## src/rtl/wb_pkg.sv

```systemverilog
// Shared Wishbone arbiter definitions.
//   wb_arb_state_t  : arbiter FSM states (IDLE, GNT0, GNT1)
//   WB_ARB_NMASTERS : number of masters sharing the slave port
package wb_pkg;

  typedef enum logic [1:0] {
    IDLE = 2'd0,
    GNT0 = 2'd1,
    GNT1 = 2'd2
  } wb_arb_state_t;

  localparam int WB_ARB_NMASTERS = 2;

endpackage

```

## src/rtl/wb_arbiter.sv

```systemverilog
// Two-master, one-slave pipelined Wishbone arbiter.
// Master 0 is the instruction port, master 1 the data port. A grant is held
// for the whole cyc period of the granted master; accepted-but-unacked
// requests are counted so no more than MAX_OUTST are ever in flight.
//
// Ports:
//   clk_i, rst_i                     clock, synchronous active-high reset
//   mN_cyc_i/stb_i/we_i/adr_i/sel_i/dat_i   master N request (N = 0, 1)
//   mN_dat_o                         read data (always s_dat_i)
//   mN_ack_o, mN_stall_o             ack / stall back to master N
//   s_cyc_o/stb_o/we_o/adr_o/sel_o/dat_o    slave request
//   s_dat_i, s_ack_i, s_stall_i      slave response
//   grant_o                          one-hot grant, 2'b00 when idle
//
// Configuration macro:
//   WB_ARBITER_RR_EN  defined   : round-robin tie break in IDLE
//                     undefined : fixed priority, master 1 wins ties
module wb_arbiter
  import wb_pkg::*;
#(
  parameter int ADDR_W    = 32,
  parameter int DATA_W    = 32,
  parameter int SEL_W     = DATA_W / 8,
  parameter int MAX_OUTST = 4,
  parameter int CNT_W     = $clog2(MAX_OUTST + 1)
) (
  input  logic                       clk_i,
  input  logic                       rst_i,

  input  logic                       m0_cyc_i,
  input  logic                       m0_stb_i,
  input  logic                       m0_we_i,
  input  logic [ADDR_W-1:0]          m0_adr_i,
  input  logic [SEL_W-1:0]           m0_sel_i,
  input  logic [DATA_W-1:0]          m0_dat_i,
  output logic [DATA_W-1:0]          m0_dat_o,
  output logic                       m0_ack_o,
  output logic                       m0_stall_o,

  input  logic                       m1_cyc_i,
  input  logic                       m1_stb_i,
  input  logic                       m1_we_i,
  input  logic [ADDR_W-1:0]          m1_adr_i,
  input  logic [SEL_W-1:0]           m1_sel_i,
  input  logic [DATA_W-1:0]          m1_dat_i,
  output logic [DATA_W-1:0]          m1_dat_o,
  output logic                       m1_ack_o,
  output logic                       m1_stall_o,

  output logic                       s_cyc_o,
  output logic                       s_stb_o,
  output logic                       s_we_o,
  output logic [ADDR_W-1:0]          s_adr_o,
  output logic [SEL_W-1:0]           s_sel_o,
  output logic [DATA_W-1:0]          s_dat_o,
  input  logic [DATA_W-1:0]          s_dat_i,
  input  logic                       s_ack_i,
  input  logic                       s_stall_i,

  output logic [WB_ARB_NMASTERS-1:0] grant_o
);

  localparam logic [CNT_W-1:0] CNT_MAX = CNT_W'(MAX_OUTST);

  wb_arb_state_t    state;
  logic [CNT_W-1:0] cnt;

  logic          full;
  logic          fwd_ack;
  logic          accept;
  wb_arb_state_t tie_state;

  assign full    = (cnt == CNT_MAX);
  // An ack with nothing outstanding is stray and never reaches a master.
  assign fwd_ack = s_ack_i && (cnt != '0) && (state != IDLE);
  assign accept  = s_stb_o && !s_stall_i;

`ifdef WB_ARBITER_RR_EN
  // Last master granted; 0 after reset so master 1 wins the first tie.
  logic last_gnt;

  // Tracking the state one cycle late is enough: ties are only resolved in
  // IDLE, which is always at least one cycle after the previous grant.
  always_ff @(posedge clk_i) begin
    if (rst_i) begin
      last_gnt <= 1'b0;
    end else if (state == GNT0) begin
      last_gnt <= 1'b0;
    end else if (state == GNT1) begin
      last_gnt <= 1'b1;
    end
  end

  assign tie_state = last_gnt ? GNT0 : GNT1;
`else
  assign tie_state = GNT1;
`endif

  // Grant FSM and outstanding-request counter
  always_ff @(posedge clk_i) begin
    if (rst_i) begin
      state <= IDLE;
      cnt   <= '0;
    end else begin
      unique case (state)
        IDLE: begin
          cnt <= '0;
          if (m0_cyc_i && m1_cyc_i) begin
            state <= tie_state;
          end else if (m0_cyc_i) begin
            state <= GNT0;
          end else if (m1_cyc_i) begin
            state <= GNT1;
          end
        end
        GNT0: begin
          if (!m0_cyc_i) begin
            // Cycle terminated: any late acks are orphaned by the clear.
            cnt   <= '0;
            state <= m1_cyc_i ? GNT1 : IDLE;
          end else if (accept && !fwd_ack) begin
            cnt <= cnt + CNT_W'(1);
          end else if (!accept && fwd_ack) begin
            cnt <= cnt - CNT_W'(1);
          end
        end
        GNT1: begin
          if (!m1_cyc_i) begin
            cnt   <= '0;
            state <= m0_cyc_i ? GNT0 : IDLE;
          end else if (accept && !fwd_ack) begin
            cnt <= cnt + CNT_W'(1);
          end else if (!accept && fwd_ack) begin
            cnt <= cnt - CNT_W'(1);
          end
        end
        default: begin
          state <= IDLE;
          cnt   <= '0;
        end
      endcase
    end
  end

  // Combinational request forwarding and response routing
  always_comb begin
    s_cyc_o    = 1'b0;
    s_stb_o    = 1'b0;
    s_we_o     = 1'b0;
    s_adr_o    = '0;
    s_sel_o    = '0;
    s_dat_o    = '0;
    m0_ack_o   = 1'b0;
    m1_ack_o   = 1'b0;
    m0_stall_o = 1'b1;
    m1_stall_o = 1'b1;
    grant_o    = '0;
    unique case (state)
      GNT0: begin
        grant_o    = 2'b01;
        s_cyc_o    = m0_cyc_i;
        s_stb_o    = m0_stb_i && !full;
        s_we_o     = m0_we_i;
        s_adr_o    = m0_adr_i;
        s_sel_o    = m0_sel_i;
        s_dat_o    = m0_dat_i;
        m0_stall_o = s_stall_i || full;
        m0_ack_o   = fwd_ack;
      end
      GNT1: begin
        grant_o    = 2'b10;
        s_cyc_o    = m1_cyc_i;
        s_stb_o    = m1_stb_i && !full;
        s_we_o     = m1_we_i;
        s_adr_o    = m1_adr_i;
        s_sel_o    = m1_sel_i;
        s_dat_o    = m1_dat_i;
        m1_stall_o = s_stall_i || full;
        m1_ack_o   = fwd_ack;
      end
      default: begin
      end
    endcase
  end

  assign m0_dat_o = s_dat_i;
  assign m1_dat_o = s_dat_i;

endmodule
```

## config.mk

```make
export PLATFORM = sky130hd
export DESIGN_NAME = wb_arbiter
export DESIGN_NICKNAME = d
export VERILOG_FILES = /design/src/rtl/wb_pkg.sv /design/src/rtl/wb_arbiter.sv
export SDC_FILE = /design/constraint.sdc
export NUM_CORES = 1
export LEC_CHECK = 0
export ABC_AREA = 1
export BUFFER_PORTS_ARGS = -buffer_cell sky130_fd_sc_hd__buf_2
export CAP_MARGIN = 20
export CORE_AREA = 2 2 125 127
export CTS_CLUSTER_DIAMETER = 120
export DETAILED_ROUTE_END_ITERATION = 10
export DIE_AREA = 0 0 127 129
export SETUP_SLACK_MARGIN = 0.1
export SLEW_MARGIN = 15
export SYNTH_ARGS = -nofsm -noshare
export SYNTH_HDL_FRONTEND = slang
export SYNTH_SLANG_ARGS = --single-unit
export TNS_END_PERCENT = 5
```

## constraint.sdc

```tcl
create_clock -name clk_i -period 5.2 [get_ports clk_i]
set_input_delay 1.04 -clock clk_i [delete_from_list [all_inputs] [get_ports clk_i]]
set_output_delay 1.04 -clock clk_i [all_outputs]
set_load 0.01 [all_outputs]
```

==> results.cfg <==
[clock_network]
post-cts-setup-buffers = 0
post_cts_resized = 0
path_clk_slew_ns = 0.03
cts_max_level = 1
cts_root_buf = clkbuf_16
cts_made_buffers = 3
postCtsHoldBufs = 0
insertion_delay_ns = 0.23
cts.sinks = 5
tritoncts = done
ctsLongestPathBuffers = 2

[global_routing]
grt_pass1_wl_um = 12400
grt_pass1_vias = 2449
grt_overflow_total = 0
grt_usage_pct = 9.21
antenna_found_initial = 1
grt_max_degree = 41

[timing]
slew_headroom_pct = 45.3
min_period_over_period_pct = 64.4
setup_violations = 0
tns_ns = 0
fin_skew_ns = 0.00105
finalHoldViolCount = 0
fmax_mhz = 299
grt_setup_unrepaired = no
worstMarginPinSlew_ns = 0.821
slew_viol_final = 0
period_needed_ns = 3.35

[detailed_routing]
wirelength_um = 8830
dr.first_iter.drc_count = 141
antenna_left = 0
dr.pass1.iters = 4
wire_per_inst_um = 12.4
drc = 0
vias_per_cell = 3.92
vias = 2795

[floorplanning]
dieHeight_um = 129
initial_core_util_pct = 13.9
ioPinCount = 319
core-area_um2 = 15000
row_count = 45
die_x_um = 127
die_area_um2 = 16400

[finish]
seq_area_um2 = 100
nNetsFinal = 712
nFillCells = 1730
final_cells = 713
final_cell_mix = 222 x buf_2, 154 x nand2_1, 71 x a21oi_1
drive_gt1_share_pct = 47.7
multiInputGateArea_um2 = 1290
final_area_um2 = 2940
layout_commonest_cell = buf_2
synthToLayoutAreaGrowth_pct = 41.8

[place]
place_inst = 708
port_buffers = 222
hpwlAfterDp_um = 7130
post_dp_cell_area_um2 = 2860
gp_congestion = 0.765

[pwr]
powerDensity_nw_per_um2 = 202
p_leak_nw = 1.54
vdd_ir_drop_max_uv = 187

[job]
drv_cap = 0

[setup_path]
cp.arrival_ns = 2.31
startpoint_type = register
critPathKind = register to output pin
path_max_fanout = 40
cp-end-kind = output pin
worstPathRequired_ns = 4.16

[synthesis]
syn_inst = 382
ys_seq_area_share_pct = 4.82
syn_nets = 569
yosysUniqueCellTypes = 25
synth_area_um2 = 2080
synth_seq_cells = 5
avgSynthCellArea_um2 = 5.43
yosys_warnings = 0

[min_path]
hp-class = register to register

[outcome]
status = finished, final reports clean
-- cells in the mapped netlist --
| library cell | n | share of area, % |
|---|---|---|
| a21boi_1 | 1 | 0.36 |
| a21oi_1 | 71 | 17 |
| buf_2 | 12 | 2.9 |
| buf_4 | 67 | 24 |
| buf_6 | 1 | 0.54 |
| clkbuf_1 | 7 | 1.3 |
| dfxtp_1 | 5 | 4.8 |
| ha_1 | 9 | 5.4 |
| inv_1 | 16 | 2.9 |
| inv_2 | 5 | 0.90 |
| inv_4 | 1 | 0.30 |
| nand2_1 | 154 | 28 |
| nand2_2 | 4 | 1.2 |
| nand2_4 | 3 | 1.6 |
| nand3_1 | 5 | 1.2 |
| nand3_2 | 2 | 0.96 |
| nand3_4 | 1 | 0.84 |
| nand4_1 | 1 | 0.30 |
| nand4_2 | 1 | 0.60 |
| nor2_1 | 10 | 1.8 |
| nor2_8 | 1 | 0.96 |
| o2111ai_1 | 1 | 0.42 |
| o211ai_1 | 1 | 0.36 |
| o21ai_1 | 1 | 0.24 |
| o21ai_2 | 2 | 0.84 |
-- registers in the layout, summed over array words and instances (netlist names) --
name / flops
state: 2
cnt: 3
-- stage by stage --
| stage | setup slack, ns | utilization [%] | hold WS [ns] | total power [mW] |
|---|---|---|---|---|
| floorplan | 2.74 | - | 0.477 | 0.364 |
| global placement | 2.04 | 19.0 | 0.495 | 0.462 |
| detailed placement | 2.05 | 19.1 | 0.506 | 0.473 |
| CTS | 1.80 | 19.6 | 0.511 | 0.604 |
| global route | 1.59 | 19.6 | 0.529 | 0.654 |
| finish | 1.85 | 19.6 | 0.508 | 0.596 |
-- critical path, cell delays in order, from the launching register on --
cell	delay [ns]
dfxtp_1	0.34
inv_1	0.12
ha_2	0.73
buf_4	0.43
nand2_1	0.10
a21oi_1	0.18
buf_2	0.16
-- report_power, final --
group          switching, mW  internal [mW]  total [mW]
logic                  0.270          0.152       0.422
registers            0.00402         0.0416      0.0456
clock network         0.0264          0.102       0.128
-- worst paths after layout --
kind / start / to / slack [ns] / cells after the start
hold reg to reg: cnt[0] / cnt[0] / 0.51 / 2
setup / recovery: state[1] / s_adr_o[5] / 1.85 / 6
setup reg to reg: state[0] / cnt[1] / 2.86 / 10
hold / removal: cnt[0] / cnt[0] / 0.51 / 2
-- logic make-up (layout without fill, tap and decap cells) --
| family | after synthesis | in the layout | synth area share [%] |
|---|---|---|---|
| adders and majority gates | 9 | 9 | 5.43 |
| buffers and inverters | 109 | 251 | 33.0 |
| AOI/OAI and AO/OA | 77 | 77 | 19.3 |
| DFF | 5 | 5 | 4.82 |
| other | 0 | 1 | 0 |
| and+or+nand+nor | 182 | 182 | 37.4 |
-- layer usage --
layer	wire [µm]	up-vias	GRT usage, %
li1	-	1421	-
met1	3500	1181	11.0
met2	4260	185	16.4
met3	981	8	2.91
met4	83	0	1.75
met5	0	-	0
-- layout make-up --
cell class | count | share of cell area (%)
antenna | 1 | 0.0850
clock buffer | 4 | 2.68
inverter | 22 | 2.89
multi-input combinational | 268 | 44.0
sequential | 5 | 3.40
tap | 188 | 7.99
timing repair buffer | 225 | 38.9
Note: power is estimated with default switching activity, not from simulation.
